==> src/rtl/video_timing_pkg.sv <==
// Purpose: shared raster-timing constants (720p60 defaults), counter widths,
//          the decoded sync bundle and a wrapping-increment helper.
// Ports:   none (package).
package video_timing_pkg;

  // Counter widths, also used by the sprite/pixel stages
  localparam int unsigned HCOUNT_W = 11;
  localparam int unsigned VCOUNT_W = 10;
  localparam int unsigned FC_W     = 6;

  // 1280x720@60 timing, 74.25 MHz pixel clock
  localparam int unsigned DEF_ACTIVE_H_PIXELS = 1280;
  localparam int unsigned DEF_H_FRONT_PORCH   = 110;
  localparam int unsigned DEF_H_SYNC_WIDTH    = 40;
  localparam int unsigned DEF_H_BACK_PORCH    = 220;
  localparam int unsigned DEF_ACTIVE_LINES    = 720;
  localparam int unsigned DEF_V_FRONT_PORCH   = 5;
  localparam int unsigned DEF_V_SYNC_WIDTH    = 5;
  localparam int unsigned DEF_V_BACK_PORCH    = 20;
  localparam int unsigned DEF_FPS             = 60;

  localparam int unsigned DEF_H_TOTAL = DEF_ACTIVE_H_PIXELS + DEF_H_FRONT_PORCH
                                      + DEF_H_SYNC_WIDTH + DEF_H_BACK_PORCH;
  localparam int unsigned DEF_V_TOTAL = DEF_ACTIVE_LINES + DEF_V_FRONT_PORCH
                                      + DEF_V_SYNC_WIDTH + DEF_V_BACK_PORCH;

  // Per-pixel decoded timing flags
  typedef struct packed {
    logic hs;
    logic vs;
    logic ad;
    logic nf;
  } sync_t;

  // Next value of a counter that runs 0..max_val and then wraps
  function automatic int unsigned wrap_inc(input int unsigned cur,
                                           input int unsigned max_val);
    return (cur >= max_val) ? 32'd0 : cur + 32'd1;
  endfunction

endpackage

==> src/rtl/evt_counter.sv <==
// Purpose: wrapping event counter, 0..MAX, advancing by one on each evt.
// Ports:   clk   - clock
//          rst   - synchronous reset, active high, loads RST_VAL
//          evt   - advance enable
//          count - registered count value
module evt_counter
  import video_timing_pkg::*;
#(
  parameter int unsigned W       = 8,
  parameter int unsigned MAX     = 255,
  parameter int unsigned RST_VAL = 0
) (
  input  logic         clk,
  input  logic         rst,
  input  logic         evt,
  output logic [W-1:0] count
);

  logic [W-1:0] r_count;

  // Count register
  always_ff @(posedge clk) begin
    if (rst) begin
      r_count <= W'(RST_VAL);
    end else if (evt) begin
      r_count <= W'(wrap_inc(32'(r_count), MAX));
    end
  end

  assign count = r_count;

endmodule

==> src/rtl/video_sig_gen.sv <==
// Purpose: raster timing generator. Produces pixel position, hsync, vsync,
//          active-draw, a one-cycle new-frame strobe and a frame counter.
//          Every output is registered and all describe the same pixel.
// Ports:   pixel_clk_in - pixel clock
//          rst_in       - synchronous reset, active high
//          hcount_out   - horizontal position, 0..H_TOTAL-1
//          vcount_out   - vertical position, 0..V_TOTAL-1
//          hs_out       - hsync, active high
//          vs_out       - vsync, active high
//          ad_out       - active draw
//          nf_out       - new-frame strobe at (ACTIVE_H_PIXELS, ACTIVE_LINES)
//          fc_out       - frame count, 0..FPS-1
module video_sig_gen
  import video_timing_pkg::*;
#(
  parameter int unsigned ACTIVE_H_PIXELS = DEF_ACTIVE_H_PIXELS,
  parameter int unsigned H_FRONT_PORCH   = DEF_H_FRONT_PORCH,
  parameter int unsigned H_SYNC_WIDTH    = DEF_H_SYNC_WIDTH,
  parameter int unsigned H_BACK_PORCH    = DEF_H_BACK_PORCH,
  parameter int unsigned ACTIVE_LINES    = DEF_ACTIVE_LINES,
  parameter int unsigned V_FRONT_PORCH   = DEF_V_FRONT_PORCH,
  parameter int unsigned V_SYNC_WIDTH    = DEF_V_SYNC_WIDTH,
  parameter int unsigned V_BACK_PORCH    = DEF_V_BACK_PORCH,
  parameter int unsigned FPS             = DEF_FPS
) (
  input  logic                pixel_clk_in,
  input  logic                rst_in,
  output logic [HCOUNT_W-1:0] hcount_out,
  output logic [VCOUNT_W-1:0] vcount_out,
  output logic                hs_out,
  output logic                vs_out,
  output logic                ad_out,
  output logic                nf_out,
  output logic [FC_W-1:0]     fc_out
);

  localparam int unsigned H_TOTAL = ACTIVE_H_PIXELS + H_FRONT_PORCH
                                  + H_SYNC_WIDTH + H_BACK_PORCH;
  localparam int unsigned V_TOTAL = ACTIVE_LINES + V_FRONT_PORCH
                                  + V_SYNC_WIDTH + V_BACK_PORCH;

  localparam logic [HCOUNT_W-1:0] H_LAST   = HCOUNT_W'(H_TOTAL - 1);
  localparam logic [HCOUNT_W-1:0] H_ACT    = HCOUNT_W'(ACTIVE_H_PIXELS);
  localparam logic [HCOUNT_W-1:0] HS_START = HCOUNT_W'(ACTIVE_H_PIXELS + H_FRONT_PORCH);
  localparam logic [HCOUNT_W-1:0] HS_END   = HCOUNT_W'(ACTIVE_H_PIXELS + H_FRONT_PORCH
                                                       + H_SYNC_WIDTH);
  localparam logic [VCOUNT_W-1:0] V_ACT    = VCOUNT_W'(ACTIVE_LINES);
  localparam logic [VCOUNT_W-1:0] VS_START = VCOUNT_W'(ACTIVE_LINES + V_FRONT_PORCH);
  localparam logic [VCOUNT_W-1:0] VS_END   = VCOUNT_W'(ACTIVE_LINES + V_FRONT_PORCH
                                                       + V_SYNC_WIDTH);

  logic [HCOUNT_W-1:0] w_hcount;
  logic [HCOUNT_W-1:0] w_hcount_nxt;
  logic [VCOUNT_W-1:0] w_vcount;
  logic [VCOUNT_W-1:0] w_vcount_nxt;
  logic [FC_W-1:0]     w_fc;
  logic                w_h_wrap;
  sync_t               w_sync_nxt;
  sync_t               r_sync;

  // Horizontal position; reset parks on the last blanking pixel so the
  // first released edge lands on (0,0)
  evt_counter #(
    .W       (HCOUNT_W),
    .MAX     (H_TOTAL - 1),
    .RST_VAL (H_TOTAL - 1)
  ) u_hcount (
    .clk   (pixel_clk_in),
    .rst   (rst_in),
    .evt   (1'b1),
    .count (w_hcount)
  );

  assign w_h_wrap = (w_hcount == H_LAST);

  // Vertical position, advances when the line wraps
  evt_counter #(
    .W       (VCOUNT_W),
    .MAX     (V_TOTAL - 1),
    .RST_VAL (V_TOTAL - 1)
  ) u_vcount (
    .clk   (pixel_clk_in),
    .rst   (rst_in),
    .evt   (w_h_wrap),
    .count (w_vcount)
  );

  // Frame counter, advances on the same edge that raises nf_out
  evt_counter #(
    .W       (FC_W),
    .MAX     (FPS - 1),
    .RST_VAL (0)
  ) u_fc (
    .clk   (pixel_clk_in),
    .rst   (rst_in),
    .evt   (w_sync_nxt.nf),
    .count (w_fc)
  );

  // Position the counters will hold after this edge
  always_comb begin
    w_hcount_nxt = HCOUNT_W'(wrap_inc(32'(w_hcount), H_TOTAL - 1));
    w_vcount_nxt = w_vcount;
    if (w_h_wrap) begin
      w_vcount_nxt = VCOUNT_W'(wrap_inc(32'(w_vcount), V_TOTAL - 1));
    end
  end

  // Decode flags from the next position so they register alongside it
  always_comb begin
    w_sync_nxt    = '0;
    w_sync_nxt.hs = (w_hcount_nxt >= HS_START) && (w_hcount_nxt < HS_END);
    w_sync_nxt.vs = (w_vcount_nxt >= VS_START) && (w_vcount_nxt < VS_END);
    w_sync_nxt.ad = (w_hcount_nxt < H_ACT) && (w_vcount_nxt < V_ACT);
    w_sync_nxt.nf = (w_hcount_nxt == H_ACT) && (w_vcount_nxt == V_ACT);
  end

  // Flag register; reset drops any sync pulse in progress
  always_ff @(posedge pixel_clk_in) begin
    if (rst_in) begin
      r_sync <= '0;
    end else begin
      r_sync <= w_sync_nxt;
    end
  end

  assign hcount_out = w_hcount;
  assign vcount_out = w_vcount;
  assign hs_out     = r_sync.hs;
  assign vs_out     = r_sync.vs;
  assign ad_out     = r_sync.ad;
  assign nf_out     = r_sync.nf;
  assign fc_out     = w_fc;

endmodule
==> config.mk <==
export PLATFORM = sky130hd
export DESIGN_NAME = video_sig_gen
export DESIGN_NICKNAME = d
export VERILOG_FILES = /design/src/rtl/video_timing_pkg.sv /design/src/rtl/evt_counter.sv /design/src/rtl/video_sig_gen.sv
export SDC_FILE = /design/constraint.sdc
export NUM_CORES = 1
export LEC_CHECK = 0
export ABC_AREA = 1
export BUFFER_PORTS_ARGS = -buffer_cell sky130_fd_sc_hd__buf_4
export CORE_AREA = 3 3 70 72
export CTS_CLUSTER_DIAMETER = 30
export DETAILED_ROUTE_END_ITERATION = 6
export DIE_AREA = 0 0 73 75
export HOLD_SLACK_MARGIN = 0.15
export PLACE_DENSITY = 0.84
export SLEW_MARGIN = 5
export SYNTH_ARGS = -nofsm -noshare
export SYNTH_HDL_FRONTEND = slang
export SYNTH_SLANG_ARGS = --single-unit
==> constraint.sdc <==
create_clock -name pixel_clk_in -period 2.1 [get_ports pixel_clk_in]
set_clock_uncertainty 0.15 [all_clocks]
set_input_delay 0.315 -clock pixel_clk_in [delete_from_list [all_inputs] [get_ports pixel_clk_in]]
set_output_delay 0.315 -clock pixel_clk_in [all_outputs]
set_load 0.05 [all_outputs]
==> results of run 1 <==
## routing by layer
metal / part of all wire (%) / wire [um] / global-route usage, %
met1: 41 / 2590 / 30.3
met2: 49 / 3120 / 40.2
met3: 7.7 / 487 / 4.14
met4: 2.2 / 140 / 9.02
met5: 0 / 0 / 0
## per-stage QoR
step	hold slack, ps	cell area [um2]	setup slack [ps]	std cells
6_report	153	2950	-59.8	467
5_1_grt	160	2950	-219	467
4_1_cts	153	2850	-15.5	463
3_5_place_dp	360	2640	-104	449
3_3_place_gp	351	2640	-50.1	449
2_1_floorplan	242	2270	4.54	357
## state kept, by name, summed over array words and instances, names as in the netlist
register and flops:
ad_out 1, hs_out 1, nf_out 1, u_fc.count 6, u_hcount.count 11, u_vcount.count 10, vs_out 1
## final timing paths
| check | to | slack (ps) |
|---|---|---|
| max reg2reg | u_fc.count[5] | -60 |
| min reg2reg | u_fc.count[5] | 370 |
| min | u_hcount.count[3] | 150 |
| max | u_fc.count[5] | -60 |
## report_power, final
group | total, uW | switching, uW | internal [uW]
combinational | 3960 | 2580 | 1390
clock | 464 | 208 | 257
sequential | 1010 | 226 | 781
total | 5430 | 3010 | 2420
## repair_timing
action                     CTS  global route
pin swaps                   10             7
gates resized for setup     18            18
setup endpoints to repair    7             9
cloned                       0             1
setup buffers                7             3
## cells in the final DEF (no fill, tap or decap), types with 2 or more instances in the layout
cell type and n:
nand2_1 99, buf_4 53, nor2_1 43, inv_1 36, nand3_1 23, dfxtp_2 17, nand2_2 15, dfxtp_1 11
inv_2 10, nor2_2 10, nand3_2 10, a21oi_1 10, nand4_1 8, nor2_4 6, o21ai_0 6, clkbuf_8 6
nor3_1 5, xor2_1 5, o21ai_1 4, o21ai_2 4, nand3_4 3, ha_1 3, dfxtp_4 3, inv_4 2
nor3_4 2, clkinv_1 2, clkinv_2 2, or2_2 2, ha_4 2, buf_6 2
## logic make-up (layout without fill, tap and decap cells)
logic type	after synthesis	in the layout	synth area share, %
and+or+nand+nor	231	232	49.7
AOI/OAI and AO/OA	27	27	6.82
adders and majority gates	6	6	3.35
buffers and inverters	56	113	10.1
xor gates and xnor gates	6	6	2.35
DFF	31	31	27.7
## worst reg2reg max path: stages (launching register included)
cell,delay [ps]
dfxtp_4,360
inv_4,60
ha_4,120
inv_2,50
nor3_4,180
nand3_4,170
inv_4,150
nor2_4,70
o21ai_1,80
nand2_1,80
nor2_2,150
nand3_2,110
nor2_4,160
nand2_1,60
nand2_1,60
nor2_1,40
## final cells by class
cell class / instances / area, um2 / area share [%]
Clock inverter: 1 / 5.00 / 0.170
Inverter: 51 / 198 / 6.71
Multi-Input combinational cell: 271 / 1520 / 51.7
Timing Repair Buffer: 55 / 420 / 14.3
Clock buffer: 6 / 82.6 / 2.80
Sequential cell: 31 / 653 / 22.2
Tap cell: 52 / 65.1 / 2.21
==> impl_metrics.toml, run 1 <==
[synthesis]
syn_area_um2 = 2240
ys_ff_latch = 31
avgSynthCellArea_um2 = 6.27
synth_edf_count = 0
synthArstFlopShare_pct = 0
yosysSeqAreaShare_pct = 27.7
yosys.area.top_type = "dfxtp_1"
yosysWarnings = 0
synth_top_area_share_pct = 27.7
synth_cells = 357
ys_types = 36
syn_nets = 365
synthTopCellsByArea = "dfxtp_1, nand2_1, nor2_1, inv_1, nand3_1"
synthTopCellsByCount = "nand2_1, nor2_1, inv_1"
synthFlopType = "dfxtp_1"
synthMostInstantiatedCell = "nand2_1"

[setup_path]
cp-end-kind = "flop"
critical_path_arrival_ps = 2180
required_ps = 2120
critPathKind = "reg -> reg"
cpLargestDelayFamily = "simple AND/OR/NAND/NOR gates"
crit_start = "u_hcount.count[1]"
slowest_delay_ps = 360
startpoint_type = "flop"
ff2ff_path_depth = 15
worst_path_max_delay_cell = "dfxtp_4"
r2r-start = "u_hcount.count[1]"
crit_buf_inv = 3
crit_cells = 15
cpMostUsedCell = "nand2_1"
crit_chain = "inv_4 > ha_4 > inv_2 > nor3_4 > nand3_4 > inv_4 > nor2_4 > o21ai_1 > nand2_1 > nor2_2 > nand3_2 > nor2_4 > nand2_1 > nand2_1 > nor2_1"
worstPathMaxFanout = 7

[clock_tree]
h-tree-depth = 2
numCtsBuffers = 5
path_clk_slew_ps = 60
cts_hold_buf = 0
cts-root-buf = "clkbuf_8"
clkSinkCount = 31
clk_latency_ps = 280
ctsLongestPathBuffers = 2
cts_tree = "yes"

[place]
place_hpwl_mm = 4.62
port_buffers = 32
place.gp.congestion = 0.981

[floorplan]
start_util_pct = 51.4
core-area_um2 = 4350
ios = 33
die_area_um2 = 5480
fp.dieW_um = 73
rows = 24
dieHeight_um = 75

[global_routing]
grt_start_max_net_pins = 17
grt_usage_pct = 23.8
grt_pass1_wl_mm = 10.3
grt_pass1_vias = 2307
overflow = 0
antenna_found_initial = 0

[sta]
worst_slew_pin_slew_ps = 337
fin_crit_sh_pct = 103
rsz0062_at_grt = "true"
fmax_mhz = 463
timing.setup.tns_ps = -264
slew_violations = 0
final_hold_viol_count = 0
layout_min_cycle_time_ps = 2160
slew_headroom_pct = 77.4
worst_slack_ps = -59.8
setup_viol = 6

[layout]
num_antenna_cells = 0
drive_gt1_share_pct = 36.9
fin_util_pct = 67.6
fill_cells = 360
nets = 423
area_growth_pct = 31.5

[routing]
drt_iter0_drc = 287
vias_per_cell = 5.34
ant_nets = 0
vias = 2493
routed_wl_mm = 6.34
wl_per_cell_um = 13.6
drc = 0
dr.pass1.iters = 6

[run_status]
violations = "setup timing"
outcome = "finished, violations left"

[power_and_ir_drop]
peakVddDrop_mv = 1.06
p_per_area_nw_per_um2 = 1840
p_leak_uw = 0.00146
finalPower_uw = 5430

[worst_hold_path]
hp-class = "in -> reg"
hold_path_depth = 2
min_from = "rst_in"

[flow_run]
drv_cap = 0
(Power assumes the default switching activity.)
==> run 2: changes to the inputs <==
- CELL_PAD_IN_SITES_DETAIL_PLACEMENT: default -> 0
- CELL_PAD_IN_SITES_GLOBAL_PLACEMENT: default -> 1
- CORE_AREA: 3 3 70 72 -> 3 3 83 85
- DIE_AREA: 0 0 73 75 -> 0 0 86 88
==> impl_metrics.toml, run 2 (synthesized netlist as in run 1, its figures left out) <==
[run_status]
outcome = "finished, violations left"
violations = "setup timing"

[routing]
wl_per_cell_um = 13.3
routed_wl_mm = 6.74
ant_nets = 0
drc = 0
vias = 2489
drt_iter0_drc = 62
vias_per_cell = 4.91
dr.pass1.iters = 4

[power_and_ir_drop]
p_per_area_nw_per_um2 = 1840
p_leak_uw = 0.00162
finalPower_uw = 6120
peakVddDrop_mv = 0.955

[layout]
layout_commonest_cell = "nand2_1"
drive_gt1_share_pct = 45.1
area_growth_pct = 48.4
final_cells = 507
num_antenna_cells = 0
fill_cells = 627
final_cell_mix = "nand2_1, buf_4, nor2_1, inv_1, nand3_1"
nets = 437
largest_register_ffs = 11

[setup_path]
critPathKind = "reg -> reg"
worstPathMaxFanout = 5
r2r-start = "u_hcount.count[1]"
crit_start = "u_hcount.count[1]"
cp-end-kind = "flop"
required_ps = 2130
critical_path_arrival_ps = 2180
startpoint_type = "flop"

[global_routing]
grt_start_max_net_pins = 13
antenna_found_initial = 0
grt_pass1_wl_mm = 10.9
grt_usage_pct = 18.0
grt_pass1_vias = 2263
overflow = 0

[floorplan]
dieHeight_um = 88
ios = 33
core-area_um2 = 6280
die_area_um2 = 7570
fp.dieW_um = 86
start_util_pct = 35.7
rows = 29

[flow_run]
drv_cap = 0

[sta]
fin_crit_sh_pct = 102
slew_violations = 0
worst_slack_ps = -47.3
setup_viol = 6
slew_headroom_pct = 79.7
fmax_mhz = 466
layout_min_cycle_time_ps = 2150
final_hold_viol_count = 0
worst_slew_pin_slew_ps = 304
rsz0062_at_grt = "true"

[worst_hold_path]
hp-class = "in -> reg"
min_from = "rst_in"

[clock_tree]
path_clk_slew_ps = 70
h-tree-depth = 2
numCtsBuffers = 5
cts-root-buf = "clkbuf_8"
clkSinkCount = 31
cts_tree = "yes"
ctsLongestPathBuffers = 2
clk_latency_ps = 290

[place]
dpl_worst_slack_ps = -147
port_buffers = 32
dp.cells = 482
place.gp.congestion = 0.862
place_hpwl_mm = 4.88
-- run 2: repair_timing --
item,in CTS,in global routing
pin swaps,25,30
setup endpoints to repair,8,10
resized for setup,38,51
hold buffers,0,0
gates cloned,0,1
buffers inserted,8,8
-- run 2: critical path: stages (launching register included) --
cell     delay (ps)
dfxtp_4         360
inv_4            60
ha_4            130
buf_6           100
nand2_4          40
inv_2            60
nand3_4         100
nor2_8          170
nand4_1         100
nand2_1         110
nand2_4          90
nor2_4          130
nand3_4          90
nor2_4          150
nand2_1          70
nand2_1          60
nor2_1           50
-- run 2: path summary, 6_finish.rpt --
| path | to | slack, ps | cells past startpoint |
|---|---|---|---|
| setup / recovery | u_fc.count[5] | -50 | 16 |
| hold / removal | u_hcount.count[3] | 160 | 2 |
| setup reg to reg | u_fc.count[5] | -50 | 16 |
| hold reg to reg | u_fc.count[1] | 380 | 2 |
-- run 2: area by class of cell --
type	count	area (um2)	share of cell area (%)
inverters	51	200	6.02
repair buffers	69	542	16.3
multi-input cells	271	1740	52.2
flip-flops and latches	31	658	19.8
clock inverters	1	5.00	0.151
well taps	77	96.3	2.90
clock buffers	7	86.3	2.60
-- run 2: layer usage --
| layer | global-route usage [%] | share of wire, % |
|---|---|---|
| met5 | 0 | 0 |
| met4 | 3.88 | 1.1 |
| met3 | 3.29 | 4.9 |
| met2 | 30.0 | 49 |
| met1 | 24.4 | 45 |
-- run 2: through the flow --
stage	cell area [um2]	hold WS (ps)	utilization (%)	setup TNS, ps
after global placement	2750	356	43.8	-430
after CTS	3040	150	48.4	-192
final	3320	155	52.9	-175
after detailed placement	2750	370	43.8	-689
after floorplan	2270	242	-	0
after global routing	3320	153	52.9	-1260
-- run 2: report_power, final --
| part | switching, uW | internal [uW] | total [uW] | leakage, uW |
|---|---|---|---|---|
| Clock | 222 | 264 | 486 | 0.0000482 |
| Sequential | 237 | 784 | 1020 | 0.000254 |
| Combinational | 2860 | 1750 | 4620 | 0.00131 |
==> run 3: changes to the inputs <==
--- a/config.mk
+++ b/config.mk
@@ -11,8 +11,9 @@
 export CELL_PAD_IN_SITES_GLOBAL_PLACEMENT = 1
-export CORE_AREA = 3 3 83 85
+export CORE_AREA = 3 3 75 95
 export CTS_CLUSTER_DIAMETER = 30
 export DETAILED_ROUTE_END_ITERATION = 6
-export DIE_AREA = 0 0 86 88
+export DIE_AREA = 0 0 78 98
 export HOLD_SLACK_MARGIN = 0.15
-export PLACE_DENSITY = 0.84
+export MAX_ROUTING_LAYER = met4
+export PLACE_DENSITY = 0.83
 export SLEW_MARGIN = 5
--- a/constraint.sdc
+++ b/constraint.sdc
@@ -4,2 +4,2 @@
 set_output_delay 0.315 -clock pixel_clk_in [all_outputs]
-set_load 0.05 [all_outputs]
+set_load 0.005 [all_outputs]
==> impl_metrics.toml, run 3 (synthesized netlist as in run 1, its figures left out) <==
[floorplan]
core-area_um2 = 6250
dieHeight_um = 98
fp.dieW_um = 78
ios = 33
die_area_um2 = 7640
start_util_pct = 35.9
rows = 32

[global_routing]
grt_usage_pct = 18.0
grt_pass1_vias = 2392
antenna_found_initial = 0
overflow = 0
grt_pass1_wl_mm = 10.9
grt_start_max_net_pins = 17

[layout]
num_antenna_cells = 0
fill_cells = 625
fin_area_um2 = 3370
final_cells = 533
layout_commonest_cell = "nand2_1"
nets = 455
final_cell_mix = "nand2_1, buf_4, nor2_1, inv_1, dfxtp_1"
drive_gt1_share_pct = 43.3
area_growth_pct = 50.7
fin_util_pct = 54.0
largest_register_ffs = 11

[power_and_ir_drop]
p_per_area_nw_per_um2 = 1670
peakVddDrop_mv = 0.575
p_leak_uw = 0.00165

[setup_path]
worst_path_max_delay_cell = "dfxtp_2"
rrSetupSlack_ps = -40
slowest_delay_ps = 330
critPathKind = "reg -> reg"
crit_buf_inv = 3
cp-end-kind = "flop"
r2r-start = "u_hcount.count[1]"
startpoint_type = "flop"
worstPathMaxFanout = 5
critical_path_arrival_ps = 2170
reg2reg_to = "u_fc.count[5]"
ff2ff_path_depth = 16
required_ps = 2130
crit_chain = "inv_2 > ha_4 > buf_6 > nand2_2 > inv_2 > nand3_4 > nor2_8 > nand4_1 > nand2_1 > nand2_4 > nor2_2 > nand3_2 > nor2_4 > nand2_1 > nand2_1 > nor2_1"
cpLargestDelayFamily = "simple AND/OR/NAND/NOR gates"
cpMostUsedCell = "nand2_1"

[sta]
holdWs_ps = 161
layout_min_cycle_time_ps = 2140
worst_slack_ps = -43.4
timing.setup.tns_ps = -82.2
fmax_mhz = 467
slew_headroom_pct = 79.6
final_hold_viol_count = 0
rsz0062_at_grt = "true"
setup_viol = 3
worst_slew_pin_slew_ps = 304
fin_crit_sh_pct = 102
slew_violations = 0

[clock_tree]
ctsLongestPathBuffers = 2
h-tree-depth = 2
path_clk_slew_ps = 60
numCtsBuffers = 5
cts-root-buf = "clkbuf_8"
clk_latency_ps = 280
clkSinkCount = 31
cts_tree = "yes"
cts_hold_buf = 0

[place]
post_dp_cell_area_um2 = 2880
place.gp.congestion = 0.920
place_hpwl_mm = 5.08
port_buffers = 32
dp.cells = 512

[worst_hold_path]
hold_path_depth = 2
hp-class = "in -> reg"
hold_end = "u_hcount.count[3]"
min_from = "rst_in"

[routing]
drc = 0
wl_per_cell_um = 12.9
dr.pass1.iters = 4
drt_iter0_drc = 91
ant_nets = 0
routed_wl_mm = 6.90
vias_per_cell = 4.78
vias = 2549

[run_status]
outcome = "finished, violations left"
violations = "setup timing"

[flow_run]
drv_cap = 0
## run 3: cell count changes in the layout (fill, tap and decap cells not counted), sizes merged
cell,change
buf,+17
nor2,+1
inv,-1
clkbuf,+1
## run 3: worst max path at each step
stage / start / endpoint / slack (ps) / depth (start not counted)
after floorplan: u_hcount.count[0] / u_fc.count[1] / 90 / 13
after global placement: u_hcount.count[0] / nf_out / -90 / 11
after detailed placement: u_hcount.count[0] / nf_out / -120 / 11
after CTS: u_hcount.count[1] / nf_out / -30 / 14
after global routing: u_hcount.count[1] / u_fc.count[5] / -170 / 16
final: u_hcount.count[1] / u_fc.count[5] / -40 / 16
## run 3: area by class of cell
| type | instances | area (um2) | share of cell area (%) |
|---|---|---|---|
| clock buffers | 8 | 100 | 2.97 |
| well taps | 85 | 106 | 3.15 |
| multi-input cells | 272 | 1660 | 49.2 |
| flip-flops and latches | 31 | 637 | 18.9 |
| inverters | 51 | 200 | 5.93 |
| repair buffers | 86 | 669 | 19.8 |
## run 3: power breakdown
group          internal, uW  leakage, uW  total, uW  switching [uW]
Clock                   299    0.0000515        516             218
Sequential              760     0.000255        920             160
Combinational          1780      0.00134       4190            2400
Total                  2840      0.00165       5620            2780
## run 3: stage by stage
step                      worst slack [ps]  power [uW]
after floorplan                       94.9        2860
after global placement               -93.0        4060
after detailed placement              -117        4060
after CTS                            -28.2        4990
after global routing                  -170        6100
final                                -43.4        5620
## run 3: what timing repair did
action / CTS / global route
setup buffers: 6 / 5
endpoints found under the hold margin: 0 / 0
pin swaps: 15 / 26
cloned: 2 / 0
gates resized for setup: 31 / 51
setup endpoints to repair: 8 / 9
## run 3: layer usage
layer,up-vias,routed length [um],GRT usage (%)
li1,1308,-,-
met1,1190,3000,21.2
met2,36,3570,30.8
met3,15,161,3.04
met4,0,167,5.79
met5,-,0,-
